### config.mk
export PLATFORM = sky130hd
export DESIGN_NAME = ccu_ctrl
export DESIGN_NICKNAME = d
export VERILOG_FILES = /design/src/rtl/ccu_pkg.sv /design/src/rtl/ccu_decode.sv /design/src/rtl/ccu_ctrl.sv
export SDC_FILE = /design/constraint.sdc
export NUM_CORES = 1
export LEC_CHECK = 0
export ABC_AREA = 1
export BUFFER_PORTS_ARGS = -buffer_cell sky130_fd_sc_hd__buf_2
export CORE_UTILIZATION = 35
export DETAILED_ROUTE_END_ITERATION = 16
export PLACE_DENSITY_LB_ADDON = 0.12
export SETUP_SLACK_MARGIN = 0.2
export SLEW_MARGIN = 20
export SYNTH_ARGS = -nofsm -noshare
export SYNTH_HDL_FRONTEND = slang
export SYNTH_SLANG_ARGS = --single-unit
### constraint.sdc
create_clock -name clk -period 2.2 [get_ports clk]
set_clock_uncertainty 0.2 [all_clocks]
set_input_delay 0.22 -clock clk [delete_from_list [all_inputs] [get_ports clk]]
set_output_delay 0.22 -clock clk [all_outputs]
set_load 0.01 [all_outputs]
### src/rtl/ccu_pkg.sv
// ccu_pkg: shared definitions for the graphics-processor control unit.
//   - opcode values sampled on cmd
//   - Kbus bit positions and field ranges
//   - alu_op / operand-select / destination encodings
//   - kbus_t field struct and pack_kbus() to form the 24-bit control word
package ccu_pkg;

  // Opcodes (decimal values of cmd)
  localparam logic [7:0] OP_NOP   = 8'd0;
  localparam logic [7:0] OP_MOV   = 8'd2;
  localparam logic [7:0] OP_ADD   = 8'd4;
  localparam logic [7:0] OP_SUB   = 8'd6;
  localparam logic [7:0] OP_AND   = 8'd8;
  localparam logic [7:0] OP_OR    = 8'd10;
  localparam logic [7:0] OP_XOR   = 8'd12;
  localparam logic [7:0] OP_SHL   = 8'd14;
  localparam logic [7:0] OP_SHR   = 8'd16;
  localparam logic [7:0] OP_LOAD  = 8'd18;
  localparam logic [7:0] OP_STORE = 8'd20;
  localparam logic [7:0] OP_PLOT  = 8'd22;
  localparam logic [7:0] OP_JMP   = 8'd24;
  localparam logic [7:0] OP_HALT  = 8'd76;

  // Kbus bit positions
  localparam int KB_VALID   = 23;
  localparam int KB_ILLEGAL = 22;
  localparam int KB_PHASE   = 21;
  localparam int KB_ALU_HI  = 20;
  localparam int KB_ALU_LO  = 17;
  localparam int KB_SRCA_HI = 16;
  localparam int KB_SRCA_LO = 14;
  localparam int KB_SRCB_HI = 13;
  localparam int KB_SRCB_LO = 11;
  localparam int KB_DST_HI  = 10;
  localparam int KB_DST_LO  = 8;
  localparam int KB_REG_WE  = 7;
  localparam int KB_MEM_RD  = 6;
  localparam int KB_MEM_WR  = 5;
  localparam int KB_PIX_WE  = 4;
  localparam int KB_PC_INC  = 3;
  localparam int KB_PC_LOAD = 2;
  localparam int KB_FLAG_WE = 1;
  localparam int KB_HALT    = 0;

  // ALU operation encodings
  localparam logic [3:0] ALU_PASS = 4'd0;
  localparam logic [3:0] ALU_ADD  = 4'd1;
  localparam logic [3:0] ALU_SUB  = 4'd2;
  localparam logic [3:0] ALU_AND  = 4'd3;
  localparam logic [3:0] ALU_OR   = 4'd4;
  localparam logic [3:0] ALU_XOR  = 4'd5;
  localparam logic [3:0] ALU_SHL  = 4'd6;
  localparam logic [3:0] ALU_SHR  = 4'd7;

  // Operand source selects
  localparam logic [2:0] SEL_NONE = 3'd0;
  localparam logic [2:0] SEL_RD   = 3'd1;
  localparam logic [2:0] SEL_RS   = 3'd2;
  localparam logic [2:0] SEL_MEM  = 3'd3;
  localparam logic [2:0] SEL_IMM  = 3'd4;

  // Destination selects
  localparam logic [2:0] DST_NONE = 3'd0;
  localparam logic [2:0] DST_RD   = 3'd1;

  // Fixed control words
  localparam logic [23:0] KBUS_RESET   = 24'h000000;
  localparam logic [23:0] KBUS_ILLEGAL = 24'h400000;
  localparam logic [23:0] KBUS_HALT    = 24'h800001;

  typedef struct packed {
    logic       valid;
    logic       illegal;
    logic       phase;
    logic [3:0] alu_op;
    logic [2:0] src_a;
    logic [2:0] src_b;
    logic [2:0] dst;
    logic       reg_we;
    logic       mem_rd;
    logic       mem_wr;
    logic       pix_we;
    logic       pc_inc;
    logic       pc_load;
    logic       flag_we;
    logic       halt;
  } kbus_t;

  // Place each field at its named Kbus position.
  function automatic logic [23:0] pack_kbus(input kbus_t f);
    logic [23:0] w;
    w = 24'h000000;
    w[KB_VALID]              = f.valid;
    w[KB_ILLEGAL]            = f.illegal;
    w[KB_PHASE]              = f.phase;
    w[KB_ALU_HI:KB_ALU_LO]   = f.alu_op;
    w[KB_SRCA_HI:KB_SRCA_LO] = f.src_a;
    w[KB_SRCB_HI:KB_SRCB_LO] = f.src_b;
    w[KB_DST_HI:KB_DST_LO]   = f.dst;
    w[KB_REG_WE]             = f.reg_we;
    w[KB_MEM_RD]             = f.mem_rd;
    w[KB_MEM_WR]             = f.mem_wr;
    w[KB_PIX_WE]             = f.pix_we;
    w[KB_PC_INC]             = f.pc_inc;
    w[KB_PC_LOAD]            = f.pc_load;
    w[KB_FLAG_WE]            = f.flag_we;
    w[KB_HALT]               = f.halt;
    return w;
  endfunction

endpackage

### src/rtl/ccu_decode.sv
// ccu_decode: combinational opcode decoder.
//   cmd       in  8   opcode to decode (held opcode during a second phase)
//   phase     in  1   1 = produce the second-phase word of a two-phase command
//   kbus_next out 24  control word to be registered onto Kbus
//   two_phase out 1   command needs a second phase on the next edge
module ccu_decode
  import ccu_pkg::*;
(
  input  logic [7:0]  cmd,
  input  logic        phase,
  output logic [23:0] kbus_next,
  output logic        two_phase
);

  kbus_t f_s;
  logic  illegal_s;

  // Opcode to control-field decode; anything unlisted (including X) is illegal.
  always_comb begin
    f_s       = '0;
    illegal_s = 1'b0;
    two_phase = 1'b0;
    case (cmd)
      OP_NOP: begin
        f_s.valid  = 1'b1;
        f_s.pc_inc = 1'b1;
      end
      OP_MOV: begin
        f_s.valid  = 1'b1;
        f_s.alu_op = ALU_PASS;
        f_s.src_a  = SEL_RD;
        f_s.dst    = DST_RD;
        f_s.reg_we = 1'b1;
        f_s.pc_inc = 1'b1;
      end
      OP_ADD, OP_SUB, OP_AND, OP_OR, OP_XOR: begin
        // Opcodes 4..12 step by 2, so cmd/2 - 1 gives alu_op 1..5.
        f_s.valid   = 1'b1;
        f_s.alu_op  = cmd[4:1] - 4'd1;
        f_s.src_a   = SEL_RD;
        f_s.src_b   = SEL_RS;
        f_s.dst     = DST_RD;
        f_s.reg_we  = 1'b1;
        f_s.flag_we = 1'b1;
        f_s.pc_inc  = 1'b1;
      end
      OP_SHL, OP_SHR: begin
        f_s.valid   = 1'b1;
        f_s.alu_op  = cmd[4:1] - 4'd1;
        f_s.src_a   = SEL_RD;
        f_s.dst     = DST_RD;
        f_s.reg_we  = 1'b1;
        f_s.flag_we = 1'b1;
        f_s.pc_inc  = 1'b1;
      end
      OP_LOAD: begin
        f_s.valid = 1'b1;
        if (phase) begin
          f_s.phase  = 1'b1;
          f_s.src_a  = SEL_MEM;
          f_s.dst    = DST_RD;
          f_s.reg_we = 1'b1;
          f_s.pc_inc = 1'b1;
        end else begin
          f_s.src_a  = SEL_RS;
          f_s.mem_rd = 1'b1;
          two_phase  = 1'b1;
        end
      end
      OP_STORE: begin
        f_s.valid = 1'b1;
        if (phase) begin
          f_s.phase  = 1'b1;
          f_s.pc_inc = 1'b1;
        end else begin
          f_s.src_a  = SEL_RS;
          f_s.src_b  = SEL_RD;
          f_s.mem_wr = 1'b1;
          two_phase  = 1'b1;
        end
      end
      OP_PLOT: begin
        f_s.valid  = 1'b1;
        f_s.src_a  = SEL_RD;
        f_s.src_b  = SEL_RS;
        f_s.pix_we = 1'b1;
        f_s.pc_inc = 1'b1;
      end
      OP_JMP: begin
        f_s.valid   = 1'b1;
        f_s.src_a   = SEL_IMM;
        f_s.pc_load = 1'b1;
      end
      OP_HALT: begin
        f_s.valid = 1'b1;
        f_s.halt  = 1'b1;
      end
      default: begin
        illegal_s = 1'b1;
      end
    endcase

    if (illegal_s) begin
      kbus_next = KBUS_ILLEGAL;
    end else begin
      kbus_next = pack_kbus(f_s);
    end
  end

endmodule

### src/rtl/ccu_ctrl.sv
// ccu_ctrl: central control unit of the graphics processor.
//   clk   in  1   system clock, rising edge
//   rst_n in  1   asynchronous active-low reset
//   cmd   in  8   opcode, sampled each rising edge
//   Kbus  out 24  registered control word to the datapath
// Two-phase commands (LOAD/STORE) hold their opcode and issue the second
// phase on the next edge regardless of cmd. HALT is sticky until reset.
module ccu_ctrl
  import ccu_pkg::*;
(
  input  logic        clk,
  input  logic        rst_n,
  input  logic [7:0]  cmd,
  output logic [23:0] Kbus
);

  logic        phase_r;
  logic        halted_r;
  logic [7:0]  op_r;
  logic [23:0] kbus_r;

  logic [7:0]  dec_cmd_s;
  logic [23:0] dec_word_s;
  logic        dec_two_s;

  // During the second phase the held opcode is decoded instead of cmd.
  always_comb begin
    if (phase_r) begin
      dec_cmd_s = op_r;
    end else begin
      dec_cmd_s = cmd;
    end
  end

  ccu_decode u_decode (
    .cmd       (dec_cmd_s),
    .phase     (phase_r),
    .kbus_next (dec_word_s),
    .two_phase (dec_two_s)
  );

  // Control state and the registered control word.
  always_ff @(posedge clk or negedge rst_n) begin
    if (!rst_n) begin
      phase_r  <= 1'b0;
      halted_r <= 1'b0;
      op_r     <= 8'd0;
      kbus_r   <= KBUS_RESET;
    end else if (halted_r) begin
      kbus_r   <= KBUS_HALT;
    end else if (phase_r) begin
      kbus_r   <= dec_word_s;
      phase_r  <= 1'b0;
    end else begin
      kbus_r   <= dec_word_s;
      phase_r  <= dec_two_s;
      op_r     <= cmd;
      halted_r <= (cmd == OP_HALT);
    end
  end

  assign Kbus = kbus_r;

endmodule

# ---- After elaboration in Yosys (flattened, before gate mapping)
# Cells that the tools add are included.
dict set report word_totals {
  mem_bits_ro 0
  mem_count 0
  ram_bits 0
  inputBits 10
  output_inout_bits 24
  ff_bits 34
  latchBits 0
}
dict set report classes {
  magnitude_cmp 0
  div 0
  n_reduce_logical 8
  n_mux 24
  shift 0
  eq_ne 14
  n_addsub 1
  n_mul 0
  bitwise 0
}
# op n
set op_table {}
lappend op_table {{2-to-1 mux 24 bit} 2}
lappend op_table {{equality test 8 x 5 -> 1 bit (second input constant)} 5}
lappend op_table {{equality test 8 x 4 -> 1 bit (second input constant)} 4}
lappend op_table {{equality test 8 x 3 -> 1 bit (second input constant)} 2}
lappend op_table {{equality test 8 x 7 -> 1 bit (second input constant)} 2}
lappend op_table {{2-to-1 mux 1 bit} 14}
lappend op_table {{OR reduction 14 bit} 1}
lappend op_table {{one-hot mux 3 bit (4 select lines)} 1}
lappend op_table {{OR reduction 10 bit} 1}
lappend op_table {{OR reduction 9 bit} 1}
lappend op_table {{equality test 8 x 2 -> 1 bit (second input constant)} 1}
lappend op_table {{logical NOT 8 bit} 1}
lappend op_table {{2-to-1 mux 8 bit} 1}
lappend op_table {{one-hot mux 4 bit (2 select lines)} 1}
lappend op_table {{OR reduction 8 bit} 1}
lappend op_table {{OR reduction 7 bit} 1}
lappend op_table {{one-hot mux 3 bit (2 select lines)} 1}
lappend op_table {{OR reduction 6 bit} 1}
lappend op_table {{2-to-1 mux 5 bit} 1}
lappend op_table {{2-to-1 mux 4 bit} 1}
lappend op_table {{subtractor 4 x 1 -> 4 bit (second input constant)} 1}
lappend op_table {{2-to-1 mux 2 bit} 1}
lappend op_table {{one-hot mux 1 bit (2 select lines)} 1}
lappend op_table {{OR reduction 2 bit} 1}

# ---- Logic depth before layout (Yosys ltp)
# Gate-level depths: netlist of run 1.
dict set report depth {
  ltp_word 6
  ltp_mapped 12
  mapped_depth_nobuf 11
}

# ---- Hierarchy
# Synthesis of run 1 repeated with hierarchy kept, for this count alone.
dict set report unflattened {
  hier_cells 250
  area_unflattened_um2 1843.0
}
# module cells_each instances seq_area_each_um2 area_per_inst_um2
set modules_own_cells {}
lappend modules_own_cells {ccu_ctrl 141 1 850.8 1305.0}
lappend modules_own_cells {ccu_decode 109 1 0.0 538.0}

# ---- Least setup slack after synthesis of run 1
# No wires, ideal clock.
dict set report synth_path {
  path_kind {reg2reg}
  startpoint {register phase_r}
  endpoint {register kbus_r[6], in the netlist Kbus[6]}
  required_ps 1931
  stages_incl_launch_ff 13
  path_buffers 1
  arrival_ps 1347
  path_slack_ps 584
  synth_period_minus_slack_ps 1616
  path_cell_list {dfrtp_1 > inv_2 > buf_6 > nand2_1 > nand2_2 > nand2_1 > nor2_1 > nand2_2 > nand2_2 > nor2_2 > nand2_2 > nand3_2 > nor2_2}
}
dict set report synth_via {
  elab_chain_len 5
}
# item line
set synth_lines {}
lappend synth_lines {{start: declaration} ccu_ctrl.sv:17} ;# logic phase_r;
lappend synth_lines {{start signal: assignment} ccu_ctrl.sv:56} ;# phase_r <= dec_two_s;
lappend synth_lines {{2-to-1 mux 8 bit} -}
lappend synth_lines {{equality test 8 x 7 -> 1 bit, or another cell as far along} ccu_decode.sv:23} ;# case (cmd)
lappend synth_lines {{OR reduction 14 bit (no source line) / 2-to-1 mux 1 bit (equally long branches)} -}
lappend synth_lines {{2-to-1 mux 24 bit (*)} ccu_decode.sv:103} ;# if (illegal_s) begin
lappend synth_lines {{2-to-1 mux 24 bit (*)} ccu_ctrl.sv:49} ;# end else if (halted_r) begin
lappend synth_lines {{end signal: assignment} ccu_ctrl.sv:52} ;# kbus_r <= dec_word_s;
lappend synth_lines {{end signal: assignment} ccu_ctrl.sv:55} ;# kbus_r <= dec_word_s;
lappend synth_lines {{end: declaration} ccu_ctrl.sv:20} ;# logic [23:0] kbus_r;
# Every way passes the cells marked *; elsewhere a longest branch is shown, timed or not.
# A chain may end at the register's enable or synchronous reset.

# ---- Final worst setup path of run 1
dict set report layout_path {
  startpoint {input port cmd[0]}
  endpoint {register kbus_r[6], in the netlist Kbus[6]}
}
dict set report layout_via {
  elab_chain_len 5
}
# item line
set layout_lines {}
lappend layout_lines {{start: declaration} ccu_ctrl.sv:13} ;# input logic [7:0] cmd,
lappend layout_lines {{2-to-1 mux 8 bit (*)} -}
lappend layout_lines {{equality test 8 x 7 -> 1 bit, or another cell as far along} ccu_decode.sv:23}
lappend layout_lines {{OR reduction 14 bit (no source line) / 2-to-1 mux 1 bit (equally long branches)} -}
lappend layout_lines {{2-to-1 mux 24 bit (*)} ccu_decode.sv:103}
lappend layout_lines {{2-to-1 mux 24 bit (*)} ccu_ctrl.sv:49}
# Marked as above.

==> summary.md, run 1 <==
The data arrival time of the worst path came out at 1.85 ns. The launch point of the worst hold path was cmd[3]. The vertical die dimension works out to 69.0 um. Worst min-delay path category: in -> reg. The number of slew-limit violations in the final report is 0, and the static leakage power is 1.05 nW. The worst setup path is of the in -> reg kind.

The tools report the critical register-to-register path endpoint as Kbus[6]$_DFF_PN0_. Reg-to-reg critical path startpoint: phase_r$_DFFE_PN0N_. Yosys instantiated no cell more often than nand2_1.

Setup repair after global routing left no endpoint under its margin. Summed over all nets, the half-perimeter wirelength after detailed placement is 2240 um. CTS placed an instance of clkbuf_8 at the clock tree root.

The worst setup path is captured at a register. Cell type with the highest aggregate area in the netlist: dfrtp_1. The logs give 0 ns for the sum of negative setup slack and 0.357 ns for the final worst-path setup slack. The transition time at the pin with the least slew margin works out to 0.635 ns.

Of the cells placed in the final design, the portion with a size suffix greater than 1 is 33.5%. The clock tree synthesis step divided the H-tree into 2 levels. Among all flip-flop cells after synthesis, the most frequent one is dfrtp_1.

The CTS buffer count came out at 5. 0 antenna diodes ended up in the layout. For this run, the detailed router's first-pass iteration total came to 4. The category of the worst setup path launch point was a primary input.

The share of the synthesized area in the top cell type came out at 46.2%. At the placement stage, the worst setup path has a slack of 0.326 ns. Detailed routing inserted a total of 1263 vias. The proportion of synthesized flip-flops having asynchronous set or reset is 100%. After global routing the overflow that remains totals 0. In the final routed layout, each cell accounts on average for 10.4 um.

Dividing the synthesized area by the synthesized cell count gives 8.10 sq um. Setup violations remaining at the end of the flow were counted as 0. The die covers 4760 sq um. The post-route antenna net violation count was 0. TritonCTS built the clock tree.

Ranked by total cell area, the synthesized netlist is headed by dfrtp_1 (46%), nand2_1 (14%), nand2_2 (7.6%), inv_1 (5.3%), nor2_1 (3.3%). The number of buffers inserted by post-CTS setup repair is 0. After synthesis, the most frequently instantiated cells are nand2_1 (57), dfrtp_1 (29), inv_1 (22), nand2_2 (19), nor2_1 (14).

Logic depth of the worst register-to-register path: 11. The number of antenna violations at the first check in global routing was 0; the critical-path maximum fanout was 5. Synthesis-to-finish area growth: 20.1%. In the finished design, the share of the clock period the worst path needs comes to 83.8%.

The worst hold path passes through 3 cells. The routed wire length was 2970 um. For this configuration, the core starts out at a cell density of 36.3%. For this run, the post-layout net count is 243. In this run the deepest clock path goes through 2 buffers. The first global-routing pass estimated 5610 um of wire. The clock period could shrink to 1.84 ns. The floorplan step defined a core boundary enclosing 4320 sq um. 34 I/O pins were placed. The logs give 1305 for the number of global-route vias before repair and 0.798 for the global placer's final weighted congestion. The tools report the count of filler cells inserted in the layout as 468.

The count of port buffers added during placement was 30. The tools report the number of hold violations in the final report as 0. Measured against its own limit, the worst slew margin works out to 57.6%. The tools report the achievable clock frequency as 543 MHz.

In this run, synthesis produced a sequential element count of 29. Number of different library cells in the post-synthesis netlist: 28. Dividing the detail-routed via count by the number of cells gives 4.43.

The final cell count without fillers came out at 285. In this run the core area contains 24 standard-cell rows. The tree built by TritonCTS fans out to 29 sinks.

Number of design-rule violations left by the first detailed-router iteration: 42. In this run the cell area of the synthesized design comes to 1570 sq um. Setup slack on the worst reg-to-reg path comes out at 0.39 ns. The run gives 30 as the maximum number of pins on one net before global-route repair.

In the routed design, unresolved DRC markers number 0. The hold path endpoint is op_r[3]$_DFFE_PN0N_. The number of placed instances, taps included, is 271.

The overall fraction of global-route tracks in use came out at 14.5%. The clock reaches the later pin of the worst-skew pair after 0.27 ns. The post-route core utilization was 43.6%; the data required time of the critical path was 2.21 ns. Gate count of the mapped netlist: 194. The die boundary width came out at 69.0 um. Clock-pin slew was measured on the worst setup and hold paths at 0.06 ns.

The power per standard cell area is 523 nW/um^2. After synthesis, flip-flops and latches occupy 46.2% of the total area. The logs give 0 for the Yosys warning count and 0 for the count of max-cap constraint violations.

Peak supply drop: 201 uV. The run finished with clean final reports. Yosys mapped a number of flops with a built-in enable equal to 0.
==> sequential cells by signal, indices dropped and copies added, names as in the netlist <==
signal,count
op_r,8
Kbus,19
phase_r,1
halted_r,1
==> repair_timing <==
action	in CTS	in global routing
hold endpoints to repair	34	0
resized for setup	0	2
hold buffers	6	0
setup endpoints to repair	0	3
==> cell usage in the layout (no fill, tap or decap) <==
cell type | Yosys | final
nand2_1 | 57 | 57
buf_2 | 0 | 30
dfrtp_1 | 29 | 29
inv_1 | 22 | 22
nand2_2 | 19 | 19
nor2_1 | 14 | 14
o21ai_0 | 9 | 9
nor2_2 | 8 | 8
dlygate4sd3_1 | 0 | 6
clkbuf_8 | 0 | 5
conb_1 | 1 | 4
nand2_4 | 3 | 3
nand3_2 | 2 | 2
inv_2 | 3 | 2
nor3_1 | 2 | 2
nand4_1 | 2 | 2
a31oi_1 | 2 | 2
a21oi_1 | 2 | 2
clkinv_2 | 0 | 2
inv_4 | 0 | 1
clkinv_1 | 1 | 1
nor2_8 | 1 | 1
xnor2_1 | 1 | 1
o21a_4 | 1 | 1
nor2_4 | 1 | 1
nor3_2 | 1 | 1
nand3_1 | 1 | 1
o31ai_1 | 1 | 1
ha_1 | 1 | 1
clkbuf_1 | 1 | 1
buf_4 | 6 | 1
buf_6 | 2 | 1
==> routing by layer <==
metal	global-route usage (%)	vias up	part of all wire [%]
li1	-	648	-
met2	23.8	28	47
met5	0	-	0
met3	3.22	6	3.8
met4	6.80	0	2.1
met1	18.0	581	47
==> worst max-delay path, stage by stage <==
cell and delay (ns):
dlygate4sd3_1 0.53, buf_2 0.13, inv_1 0.06, nand2_1 0.08, nand2_4 0.11, nand2_1 0.09
nor2_2 0.13, nand2_1 0.09, nand2_2 0.11, nor2_2 0.05, nand2_2 0.09, nand3_2 0.09
nor2_2 0.08
==> worst max-delay path by stage <==
stage / start / to / slack [ns] / depth (start not counted)
after floorplan: phase_r$_DFFE_PN0N_ / Kbus[6]$_DFF_PN0_ / 0.58 / 12
after global placement: phase_r$_DFFE_PN0N_ / Kbus[6]$_DFF_PN0_ / 0.32 / 11
after detailed placement: phase_r$_DFFE_PN0N_ / Kbus[6]$_DFF_PN0_ / 0.33 / 11
after CTS: phase_r$_DFFE_PN0N_ / Kbus[6]$_DFF_PN0_ / 0.31 / 11
after global routing: cmd[0] / Kbus[6]$_DFF_PN0_ / 0.21 / 13
final: cmd[0] / Kbus[6]$_DFF_PN0_ / 0.36 / 13
==> cells by family after synthesis <==
family                   share of synthesized area [%]
AND/OR/NAND/NOR                                   35.5
buffers and inverters                             11.0
flip-flops                                        46.2
AO/OA/AOI/OAI                                     5.73
XOR/XNOR                                         0.557
adder cells (fa/ha/maj)                          0.796
other                                            0.239
==> layout make-up <==
cell class	instances	area (sq um)	share of cell area, %
clock buffers	6	72.6	3.85
repair buffers	38	229	12.1
multi-input cells	132	684	36.3
clock inverters	2	10.0	0.531
inverters	26	100	5.31
flip-flops and latches	29	726	38.5
well taps	52	65.1	3.45
==> stage by stage <==
stage / hold slack [ns] / power (W) / instance area (sq um)
detailed placement: 0.0873 / 0.000577 / 1740
floorplan: -0.276 / 0.000556 / 1580
global route: 0.0543 / 0.00103 / 1890
finish: 0.0128 / 0.000986 / 1890
CTS: 0.0109 / 0.00100 / 1880
global placement: 0.0850 / 0.000577 / 1740
==> power by group <==
part           total (W)  switching [W]  internal (W)
Sequential      0.000535    0.000000160      0.000534
Clock           0.000413       0.000194      0.000218
Combinational  0.0000390      0.0000243     0.0000147
Total           0.000986       0.000219      0.000768
No activity file was read; power rests on OpenSTA's default activity.
==> run 2, diff against run 1 <==
==> constraint.sdc (replaced) <==
create_clock -name clk -period 1.5 [get_ports clk]
set_clock_uncertainty 0.2 [all_clocks]
set_input_delay 0.15 -clock clk [delete_from_list [all_inputs] [get_ports clk]]
set_output_delay 0.15 -clock clk [all_outputs]
set_load 0.01 [all_outputs]
==> summary.md, run 2 (synthesis results as in run 1) <==
The run finished, with violations left. The checks that failed: setup timing. The number of slew-limit violations in the final report is 0 (unchanged). The number of antenna violations at the first check in global routing is 0 (unchanged), and the starting utilization of the core area is 36.3% (unchanged).

The post-DP HPWL is 2500 um (was 2240 um). The logs give 0 (unchanged) for the count of max-cap constraint violations and -0.314 ns (was 0.326 ns) for the pre-CTS worst setup slack. The worst min-delay path category is in -> reg (unchanged). Wire length per cell after detailed routing: 11.1 um (was 10.4 um). The critical path startpoint was phase_r$_DFFE_PN0N_ (was cmd[0]). The slack of the worst reg-to-reg path is -0.28 ns (was 0.39 ns). The final routed DRC violation total was 0 (unchanged). The layout cell share with drive strength beyond 1 came out at 53.7% (was 33.5%). The logs give 24 (unchanged) for the site row count and 1387 (was 1263) for the total number of vias.

The highest cell delay on the worst timing path is 0.47 ns (was 0.53 ns), and the number of sinks driven by the clock tree is 29 (unchanged). The per-cell via count in the routed design was 4.33 (was 4.43); the power per standard cell area was 643 nW/um^2 (was 523 nW/um^2). After layout, the worst path uses 119% of the clock period. The worst setup path category was reg -> reg (was in -> reg). The category of the worst setup path launch point was a register (was a primary input). The flip-flop count of the largest register after layout was 19 (unchanged); the vertical die dimension was 69.0 um (unchanged).

Worst hold path depth: 4 (was 3). Setup repair after global routing could not meet its margin everywhere. The post-CTS clock slew at the launch and capture registers of the worst setup and hold paths was 0.06 ns (about the same). The die boundary width works out to 69.0 um (unchanged).

The tools report the I/O pin count as 34 (unchanged). Global placer's final weighted congestion: 0.822 (was 0.798). The post-route antenna net violation count was 0 (unchanged). Cells traversed along the worst timing path: clkinv_4 > buf_4 > nand2_2 > nand2_2 > nor2_4 > nand3_4 > o21a_4 > nor2_4 > inv_2 > nor2_2 (was dlygate4sd3_1 > buf_2 > inv_1 > nand2_1 > nand2_4 > nand2_1 > nor2_2 > nand2_1 > nand2_2 > nor2_2 > nand2_2 > nand3_2 > nor2_2).

TritonCTS built the clock tree. The run gives 296 (was 271) as the cell total after placement. The tools report the final net count as 278 (was 243). The hold path endpoint was op_r[6]$_DFFE_PN0N_ (was op_r[3]$_DFFE_PN0N_). For the number of hold violations in the final report, the log shows 0 (unchanged). Buffer cell driving the clock tree root: clkbuf_8 (unchanged). For the antenna diode instance count, the log shows 0 (unchanged). The data required time of the critical path was 1.52 ns (was 2.21 ns). The total area of sequential cells came out at 727 sq um (was 726 sq um). CTS buffer count: 5 (unchanged).

For the maximum number of pins on one net before global-route repair, the log shows 17 (was 30). The number of H-tree branching levels was 2 (unchanged); the overflow left after global routing was 0 (unchanged). The tools report the total power after layout as 0.00149 W (was 0.000986 W). The critical-path maximum fanout is 8 (was 5), and the core area is 4320 sq um (unchanged). Most used cells in the layout excluding fill and tap cells: nand2_1 (38), nand2_2 (33), buf_2 (31) (was nand2_1 (57), buf_2 (30), dfrtp_1 (29)).

The launch point of the worst hold path is cmd[6] (was cmd[3]). The final-report setup violation count came out at 19 (was 0). Derived from the worst setup path, the maximum achievable clock frequency is 562 MHz. The synthesis-to-finish area growth is 47.8% (was 20.1%).

Clock group share of total power: 42.3% (was 41.8%). The cell with the biggest individual delay on the critical path is dfrtp_2 (was dlygate4sd3_1). The run gives 823 sq um (was 684 sq um) as the total area of multi-input combinational cells.

The worst-case clock buffer depth is 2 (unchanged), and the number of optimization iterations in the first detailed-route pass is 4 (unchanged). The routed wire length was 3560 um (was 2970 um); the internal power of the cells was 0.00114 W (was 0.000768 W). The tools report the data arrival time of the worst path as 1.80 ns (was 1.85 ns).

The count of port buffers added during placement came out at 30 (unchanged). Final cell count without fillers: 320 (was 285). The clock network latency to the later pin of the worst-skew pair is 0.29 ns (was 0.27 ns). The run gives 1347 (was 1305) as the number of global-route vias before repair. For the global-route wire length before repair, the log shows 5870 um (was 5610 um). The reg-to-reg critical path startpoint was phase_r$_DFFE_PN0N_ (unchanged). Count of filler cells inserted in the layout: 442 (was 468).

Portion of total power attributed to combinational logic: 5.2% (was 4.0%). The number of design-rule violations left by the first detailed-router iteration is 39 (was 42), and the static leakage power is 1.30 nW (was 1.05 nW). The run gives -0.279 ns (was 0.357 ns) as the final worst-path setup slack. The logic depth of the worst register-to-register path is 10 (was 11), and the switching fraction of total power is 23.6% (was 22.2%). The tools report the overall fraction of global-route tracks in use as 15.7% (was 14.5%). Kind of capture point of the worst setup path: a register (unchanged). The tools report the critical register-to-register path endpoint as Kbus[18]$_DFF_PN0_ (was Kbus[6]$_DFF_PN0_). The logs give 52.5% (was 54.2%) for the power share of the sequential group and 302 uV (was 201 uV) for the peak supply drop. For the net switching power, the log shows 0.000353 W (was 0.000219 W). The leading cell type in the layout, fill and taps excluded was nand2_1 (unchanged). The run gives 4760 sq um (unchanged) as the die outline area. The clock period minus final worst setup slack works out to 1.78 ns.
## run 2: cell types whose count changed in the layout (fill, tap and decap cells not counted), moves of 5 or more
cell | previous run | this run
buf_4 | 1 | 27
nand2_1 | 57 | 38
nand2_2 | 19 | 33
nand2_4 | 3 | 8
nor2_1 | 14 | 6
o21ai_0 | 9 | 4
## run 2: how the worst max path moves through the flow
| stage | end | slack, ns | depth (start not counted) |
|---|---|---|---|
| floorplan | Kbus[6]$_DFF_PN0_ | -0.1 | 12 |
| global placement | Kbus[23]$_DFF_PN0_ | -0.30 | 11 |
| detailed placement | Kbus[6]$_DFF_PN0_ | -0.31 | 11 |
| CTS | Kbus[23]$_DFF_PN0_ | -0.28 | 11 |
| global route | Kbus[6]$_DFF_PN0_ | -0.39 | 13 |
| finish | Kbus[18]$_DFF_PN0_ | -0.28 | 10 |
## run 2: per-layer routing
metal  vias to the layer above  wire, um  global-route usage [%]
met5                         -         0                       0
li1                        723         -                       -
met2                        35      1760                    25.9
met3                         7       151                    5.26
met4                         0        78                    6.58
met1                       622      1580                    18.7
## run 2: worst max-delay path, delay by kind of cell, from the launching register on
kind | cells | cell delay, ns
buffers and inverters | 3 | 0.33
flip-flops | 1 | 0.47
AO/OA/AOI/OAI | 1 | 0.24
AND/OR/NAND/NOR | 6 | 0.48
## run 2: final cells by class
cell class                 instances  share of cell area [%]
clock buffer                       6                    3.12
timing repair inverter             1                   0.216
inverter                          26                    4.53
timing repair buffer              72                    22.1
tap                               52                    2.80
multi-input combinational        132                    35.5
sequential                        29                    31.3
clock inverter                     2                   0.431
## run 2: repair_timing
item                                   in CTS  in global routing
setup buffers                               2                  4
endpoints found under the hold margin      36                  0
hold buffers                                8                  0
pin swaps                                   1                 10
setup endpoints to repair                  28                 28
resized for setup                           4                 47
gates cloned                                0                  2
## run 2: metrics by stage
| stage | instance area, sq um | hold WS, ns | utilization (%) | TNS, ns |
|---|---|---|---|---|
| after detailed placement | 1960 | -0.116 | 45.3 | -4.63 |
| after global routing | 2320 | 0.0315 | 53.7 | -5.48 |
| after floorplan | 1610 | -0.346 | - | -0.779 |
| after CTS | 2150 | 0.00911 | 49.7 | -3.72 |
| final | 2320 | 0.0178 | 53.7 | -3.76 |
| after global placement | 1960 | -0.117 | 45.3 | -4.25 |
## run 2: power groups by stage
stage / logic [W] / registers, W / clock network (W)
5_1_grt: 0.0000878 / 0.000783 / 0.000685
6_report: 0.0000782 / 0.000784 / 0.000632
3_5_place_dp: 0.0000616 / 0.000798 / 0
2_1_floorplan: 0.0000159 / 0.000799 / 0
3_3_place_gp: 0.0000619 / 0.000798 / 0
4_1_cts: 0.0000780 / 0.000783 / 0.000651
